--- src/rtl/sap_pkg.sv ---
// Shared opcodes, state encoding and control-word layout
// for the SAP instruction controller.
package sap_pkg;

    localparam int OPW = 4;

    localparam logic [OPW-1:0] OP_NOP = 4'b0000;
    localparam logic [OPW-1:0] OP_LDA = 4'b0001;
    localparam logic [OPW-1:0] OP_ADD = 4'b0010;
    localparam logic [OPW-1:0] OP_SUB = 4'b0011;
    localparam logic [OPW-1:0] OP_LDB = 4'b0100;
    localparam logic [OPW-1:0] OP_OUT = 4'b1110;
    localparam logic [OPW-1:0] OP_HLT = 4'b1111;

    typedef enum logic [3:0] {
        S_BOOT,
        S_WAIT,
        S_T1,
        S_T2,
        S_T3,
        S_T4,
        S_T5,
        S_T6,
        S_HALT
    } state_t;

    typedef struct packed {
        logic cp;
        logic ep;
        logic lm;
        logic ce;
        logic li;
        logic ei;
        logic la;
        logic ea;
        logic su;
        logic eu;
        logic lb;
        logic lo;
    } ctrl_t;

    localparam ctrl_t CW_NONE = '0;
    localparam ctrl_t CW_T1 = '{ep: 1'b1, lm: 1'b1, default: 1'b0};
    localparam ctrl_t CW_T2 = '{cp: 1'b1, default: 1'b0};
    localparam ctrl_t CW_T3 = '{ce: 1'b1, li: 1'b1, default: 1'b0};

    localparam ctrl_t CW_ADDR = '{ei: 1'b1, lm: 1'b1, default: 1'b0};
    localparam ctrl_t CW_LD_A = '{ce: 1'b1, la: 1'b1, default: 1'b0};
    localparam ctrl_t CW_LD_B = '{ce: 1'b1, lb: 1'b1, default: 1'b0};
    localparam ctrl_t CW_ADD6 = '{la: 1'b1, eu: 1'b1, default: 1'b0};
    localparam ctrl_t CW_SUB6 = '{la: 1'b1, su: 1'b1, eu: 1'b1,
                                  default: 1'b0};
    localparam ctrl_t CW_OUT4 = '{ea: 1'b1, lo: 1'b1, default: 1'b0};

    function automatic logic [5:0] t_onehot(state_t s);
        case (s)
            S_T1:    return 6'b000001;
            S_T2:    return 6'b000010;
            S_T3:    return 6'b000100;
            S_T4:    return 6'b001000;
            S_T5:    return 6'b010000;
            S_T6:    return 6'b100000;
            default: return 6'b000000;
        endcase
    endfunction

endpackage

--- src/rtl/sap_step_sync.sv ---
// Samples step_go on the falling edge and flags the
// edge where it is first seen high.
module sap_step_sync (
    input  logic clk,
    input  logic reset,
    input  logic step_go,
    output logic step_rise
);

    logic prev_q;

    always_ff @(negedge clk or negedge reset) begin
        if (!reset) begin
            prev_q <= 1'b0;
        end else begin
            prev_q <= step_go;
        end
    end

    assign step_rise = step_go & ~prev_q;

endmodule

--- src/rtl/sap_control_unit.sv ---
// SAP instruction controller: six-phase ring sequencer,
// opcode decode, halt and single-step handshake.
module sap_control_unit
    import sap_pkg::*;
#(
    parameter int EARLY_END = 1,
    parameter int OPW       = 4
) (
    input  logic           clk,
    input  logic           reset,
    input  logic [OPW-1:0] opcode,
    input  logic           step_en,
    input  logic           step_go,
    output logic           Cp,
    output logic           Ep,
    output logic           Lm,
    output logic           Ce,
    output logic           Li,
    output logic           Ei,
    output logic           La,
    output logic           Ea,
    output logic           Su,
    output logic           Eu,
    output logic           Lb,
    output logic           Lo,
    output logic [5:0]     t_state,
    output logic           instr_done,
    output logic           halted
);

    state_t         state;
    state_t         state_n;
    logic [OPW-1:0] op_q;
    logic           step_rise;
    logic           last;
    state_t         boundary;
    ctrl_t          cw;

    sap_step_sync u_step (
        .clk       (clk),
        .reset     (reset),
        .step_go   (step_go),
        .step_rise (step_rise)
    );

    function automatic logic is_last(state_t s, logic [OPW-1:0] op);
        if (op == OP_HLT) begin
            return 1'b0;
        end
        if (EARLY_END == 0) begin
            return s == S_T6;
        end
        case (op)
            OP_LDA, OP_LDB: return s == S_T5;
            OP_ADD, OP_SUB: return s == S_T6;
            default:        return s == S_T4;
        endcase
    endfunction

    function automatic ctrl_t decode(state_t s, logic [OPW-1:0] op);
        ctrl_t w;
        w = CW_NONE;
        case (s)
            S_T1: w = CW_T1;
            S_T2: w = CW_T2;
            S_T3: w = CW_T3;
            S_T4: begin
                case (op)
                    OP_LDA, OP_LDB,
                    OP_ADD, OP_SUB: w = CW_ADDR;
                    OP_OUT:         w = CW_OUT4;
                    default:        w = CW_NONE;
                endcase
            end
            S_T5: begin
                case (op)
                    OP_LDA:         w = CW_LD_A;
                    OP_LDB, OP_ADD,
                    OP_SUB:         w = CW_LD_B;
                    default:        w = CW_NONE;
                endcase
            end
            S_T6: begin
                case (op)
                    OP_ADD:  w = CW_ADD6;
                    OP_SUB:  w = CW_SUB6;
                    default: w = CW_NONE;
                endcase
            end
            default: w = CW_NONE;
        endcase
        return w;
    endfunction

    // op_q latches on the edge entering T4; later opcode
    // changes cannot disturb the running instruction
    always_ff @(negedge clk or negedge reset) begin
        if (!reset) begin
            state <= S_BOOT;
            op_q  <= '0;
        end else begin
            state <= state_n;
            if (state == S_T3) begin
                op_q <= opcode;
            end
        end
    end

    always_comb begin
        last     = is_last(state, op_q);
        boundary = step_en ? S_WAIT : S_T1;
        state_n  = state;
        case (state)
            S_BOOT: state_n = boundary;
            S_WAIT: begin
                if (!step_en || step_rise) begin
                    state_n = S_T1;
                end
            end
            S_T1: state_n = S_T2;
            S_T2: state_n = S_T3;
            S_T3: state_n = S_T4;
            S_T4: begin
                if (op_q == OP_HLT) begin
                    state_n = S_HALT;
                end else if (last) begin
                    state_n = boundary;
                end else begin
                    state_n = S_T5;
                end
            end
            S_T5: state_n = last ? boundary : S_T6;
            S_T6: state_n = boundary;
            S_HALT: state_n = S_HALT;
            default: state_n = S_BOOT;
        endcase
    end

    assign cw = decode(state, op_q);

    assign Cp = cw.cp;
    assign Ep = cw.ep;
    assign Lm = cw.lm;
    assign Ce = cw.ce;
    assign Li = cw.li;
    assign Ei = cw.ei;
    assign La = cw.la;
    assign Ea = cw.ea;
    assign Su = cw.su;
    assign Eu = cw.eu;
    assign Lb = cw.lb;
    assign Lo = cw.lo;

    assign t_state    = t_onehot(state);
    assign instr_done = last;
    assign halted     = (state == S_HALT);

endmodule

--- config.mk ---
export PLATFORM = sky130hd
export DESIGN_NAME = sap_control_unit
export DESIGN_NICKNAME = d
export VERILOG_FILES = /design/src/rtl/sap_pkg.sv /design/src/rtl/sap_step_sync.sv /design/src/rtl/sap_control_unit.sv
export SDC_FILE = /design/constraint.sdc
export NUM_CORES = 1
export LEC_CHECK = 0
export ABC_AREA = 1
export CAP_MARGIN = 5
export CORE_ASPECT_RATIO = 0.9
export CORE_MARGIN = 2
export CORE_UTILIZATION = 38
export DETAILED_ROUTE_END_ITERATION = 12
export PLACE_DENSITY_LB_ADDON = 0.1
export SLEW_MARGIN = 20
export SYNTH_ARGS = -nofsm -noshare
export SYNTH_HDL_FRONTEND = slang
export SYNTH_HIERARCHICAL = 1
export SYNTH_SLANG_ARGS = --single-unit
--- constraint.sdc ---
create_clock -name clk -period 1.6 [get_ports clk]
set_clock_uncertainty 0.2 [all_clocks]
set_input_delay 0.4 -clock clk [delete_from_list [all_inputs] [get_ports clk]]
set_output_delay 0.4 -clock clk [all_outputs]
set_load 0.02 [all_outputs]
==> results.cfg, run 1 <==
[place]
preCtsSetupSlack_ns = -1.44
dp_hpwl_mm = 1.73
io_buffers = 27
globalplace.congestion = 0.761

[status]
outcome = stopped before the end
haltStage = clock tree synthesis
tool.error = [ERROR DPL-0038] Utilization greater than 100%, impossible to legalize

[clocking]
clk_path_buf_depth = 2
clock-sinks = 9
holdBufCountCts = 0
post_cts_resized = 178
htree_num_levels = 1
cts_setup_buffers = 32
root_buffer = clkbuf_4
cts_made_buffers = 3

[floorplanning]
start_util = 0.412
die_w_um = 49.2
num_rows = 14
die_h_um = 44.7
ios = 28

[synthesis]
synth_area_per_cell_sq_um = 7.06
synth_seq_cells = 9
yosys_warnings = 6
mappedNetlistArea_sq_um = 699
syn_inst = 99
syn_nets = 107
synth-seq-area-share = 0.322
synthDistinctLibCells = 20
synth_stat cells:
master	number	area [sq um]
o22ai_1	1	6.26
a21oi_4	1	16.3
buf_4	4	30.0
nand2_1	25	93.8
dfrtn_1	9	225
nor2_1	8	30.0
nor3_1	3	15.0
a21oi_1	2	10.0
o21ai_0	5	25.0
inv_1	14	52.6
a21o_1	1	7.51
nand2_4	2	22.5
a21boi_2	1	11.3
nand4_1	1	6.26
nor2_4	4	45.0
nand2_2	6	37.5
nor2_2	6	37.5
nand3_1	2	10.0
nor4_1	1	6.26
inv_2	3	11.3
stage by stage:
step	hold slack [ns]	instance area, sq um	instances
after floorplan	0.308	852	99
after global placement	0.356	1320	172
after detailed placement	0.368	1320	172
cells by family after synthesis:
| kind of cell | count (synthesis) | synth area share |
|---|---|---|
| simple gates | 58 | 0.435 |
| buf+inv | 21 | 0.134 |
| flops | 9 | 0.322 |
| compound gates | 11 | 0.109 |
==> run 2: changes to the inputs <==
--- a/config.mk
+++ b/config.mk
@@ -7,11 +7,10 @@
 export LEC_CHECK = 0
 export ABC_AREA = 1
 export CAP_MARGIN = 5
-export CORE_ASPECT_RATIO = 0.9
-export CORE_MARGIN = 2
-export CORE_UTILIZATION = 38
+export CORE_AREA = 2 2 63 65
 export DETAILED_ROUTE_END_ITERATION = 12
-export PLACE_DENSITY_LB_ADDON = 0.1
+export DIE_AREA = 0 0 65 67
+export PLACE_DENSITY_LB_ADDON = 0.15
 export SLEW_MARGIN = 20
 export SYNTH_ARGS = -nofsm -noshare
 export SYNTH_HDL_FRONTEND = slang
==> constraint.sdc (replaced) <==
create_clock -name clk -period 2.1 [get_ports clk]
set_clock_uncertainty 0.2 [all_clocks]
set_input_delay 0.525 -clock clk [delete_from_list [all_inputs] [get_ports clk]]
set_output_delay 0.525 -clock clk [all_outputs]
set_load 0.02 [all_outputs]
==> results.cfg, run 2 <==
[global_routing]
antenna_found_initial = 0
grt_usage = 0.112
grt_pass1_wl_mm = 3.65
grt_max_degree = 10
gr-total-overflow = 0
grt_pass1_vias = 792

[synthesis]
yosys_warnings = 6
synth_top_cell_area_share = 0.322
syn_nets = 107
synth_seq_cells = 9
yosys_most_used_dff = dfrtn_1
syn_inst = 99
synthDistinctLibCells = 20
mappedNetlistArea_sq_um = 699
synth_top_cells_by_area = dfrtn_1, nand2_1, inv_1
synth-seq-area-share = 0.322
ys_async_sr_fraction = 1.00
synth_edf_count = 0
yosysMostFrequentCell = nand2_1
synth_area_per_cell_sq_um = 7.06
synth_commonest_cells = nand2_1, inv_1, dfrtn_1, nor2_1
synth_top_area_cell = dfrtn_1

[clocking]
cts_made_buffers = 3
cts_tree = yes
clock-sinks = 9
htree_num_levels = 1
clk_path_buf_depth = 2
clock_latency_ns = 0.25
holdBufCountCts = 0
root_buffer = clkbuf_8
path_clk_slew_ns = 0.03

[pwr]
p_total_mw = 2.17
p_leak_nw = 0.764
power_density_mw_per_mm2 = 1380
peakVddDrop_uv = 444

[place]
globalplace.congestion = 0.724
io_buffers = 27
dp_hpwl_mm = 1.71
placedInstanceArea_sq_mm = 0.00133

[detailed_routing]
drt_iter0_markers = 7
ant_nets = 0
vias = 828
wire_per_inst_um = 10.2
via_per_inst = 3.92
drc = 0
drt_first_pass_iters = 2
finalWirelength_mm = 2.15

[sta]
grt_setup_unrepaired = yes
finalSetupViolCount = 22
relSlewSlack = 0.720
hold_viol_final = 0
setup_slack_ns = -1.14
tightest_slew_ns = 0.415
slew_violations = 0
tns_ns = -20.77

[floorplanning]
num_rows = 22
die_h_um = 67
ios = 28
die_area_sq_mm = 0.00436
start_util = 0.194
core_sq_mm = 0.00361
die_w_um = 65

[setup_path]
critPathMaxFanout = 3
cp-end-kind = output pin
crit_type = reg2out
worst_ep_required_time_ns = 1.37
worstSetupStartpointType = flop
r2r_setup_slack_ns = 0.27
cp.arrival_ns = 2.52

[cells_and_area]
antenna_cells = 0
drive_gt1_frac = 0.706
final_cell_area_sq_mm = 0.00157
seqCellArea_sq_um = 225
nNetsFinal = 172
syn_to_final_growth_pct = 124
multi_input_area_sq_um = 537
layout_common_cells = buf_4, buf_6, nand2_1, inv_2, nor2_4
num-fill-cells = 363
final_common_cell = buf_4
largestRegisters = op_q x4, state x4, u_step/prev_q x1

[status]
violations = negative setup slack
outcome = complete, but fails checks

[flow_run]
drv_cap = 0

[worst_hold_path]
hold_path_class = reg2reg
==> run 2: cell counts after synthesis <==
Identical to the previous run, type by type.
==> run 2: layer usage <==
metal	GRT usage	part of all wire
met3	0.0203	0.041
met1	0.145	0.44
met4	0.0638	0.022
met2	0.175	0.50
met5	0	0
==> run 2: stage by stage <==
step	hold slack [ns]	util	instances	setup slack [ns]
finish	0.347	0.435	211	-1.14
global placement	0.329	0.368	195	-1.32
floorplan	0.327	-	99	-0.859
detailed placement	0.328	0.368	195	-1.32
global route	0.393	0.435	211	-1.23
CTS	0.311	0.406	205	-1.16
==> run 2: power breakdown <==
group | total, mW | internal, mW | switching (mW)
Combinational | 1.63 | 0.781 | 0.853
Clock | 0.199 | 0.132 | 0.0667
Sequential | 0.336 | 0.252 | 0.0838
Total | 2.17 | 1.16 | 1.00
==> run 2: what timing repair did <==
item / 4_1_cts / 5_1_grt
setup buffers: 6 / 6
gates cloned: 0 / 0
gates resized for setup: 142 / 20
setup endpoints to repair: 27 / 22
pin swaps: 16 / 13
==> run 2: worst max-delay path: stages (launching register included) <==
cell	delay (ns)
dfrtn_1	0.46
inv_2	0.07
nor2_4	0.14
nand3_4	0.14
nor2_4	0.12
nand2_2	0.07
nand2_4	0.07
buf_4	0.13
==> run 2: path summary, 6_finish.rpt <==
kind | startpoint | endpoint | depth (start not counted)
max | state[2]$_DFFE_NN0P_ | instr_done | 7
min | op_q[1]$_DFFE_NN0P_ | op_q[1]$_DFFE_NN0P_ | 2
max reg2reg | state[2]$_DFFE_NN0P_ | state[0]$_DFFE_NN0P_ | 9
min reg2reg | op_q[1]$_DFFE_NN0P_ | op_q[1]$_DFFE_NN0P_ | 2
max in group asynchronous | reset | op_q[0]$_DFFE_NN0P_ | 2
min in group asynchronous | reset | state[2]$_DFFE_NN0P_ | 2
==> run 2: cell type report <==
type | count | area share
sequential | 9 | 0.144
clock buffer | 4 | 0.0287
tap | 48 | 0.0383
inverter | 17 | 0.0534
timing repair buffer | 64 | 0.394
multi-input combinational | 69 | 0.342
==> run 2: cell families after synthesis <==
family,after synthesis,share of synthesized area
AO/OA/AOI/OAI,11,0.109
buffers and inverters,21,0.134
flip-flops,9,0.322
AND/OR/NAND/NOR,58,0.435
(Power assumes the default switching activity.)
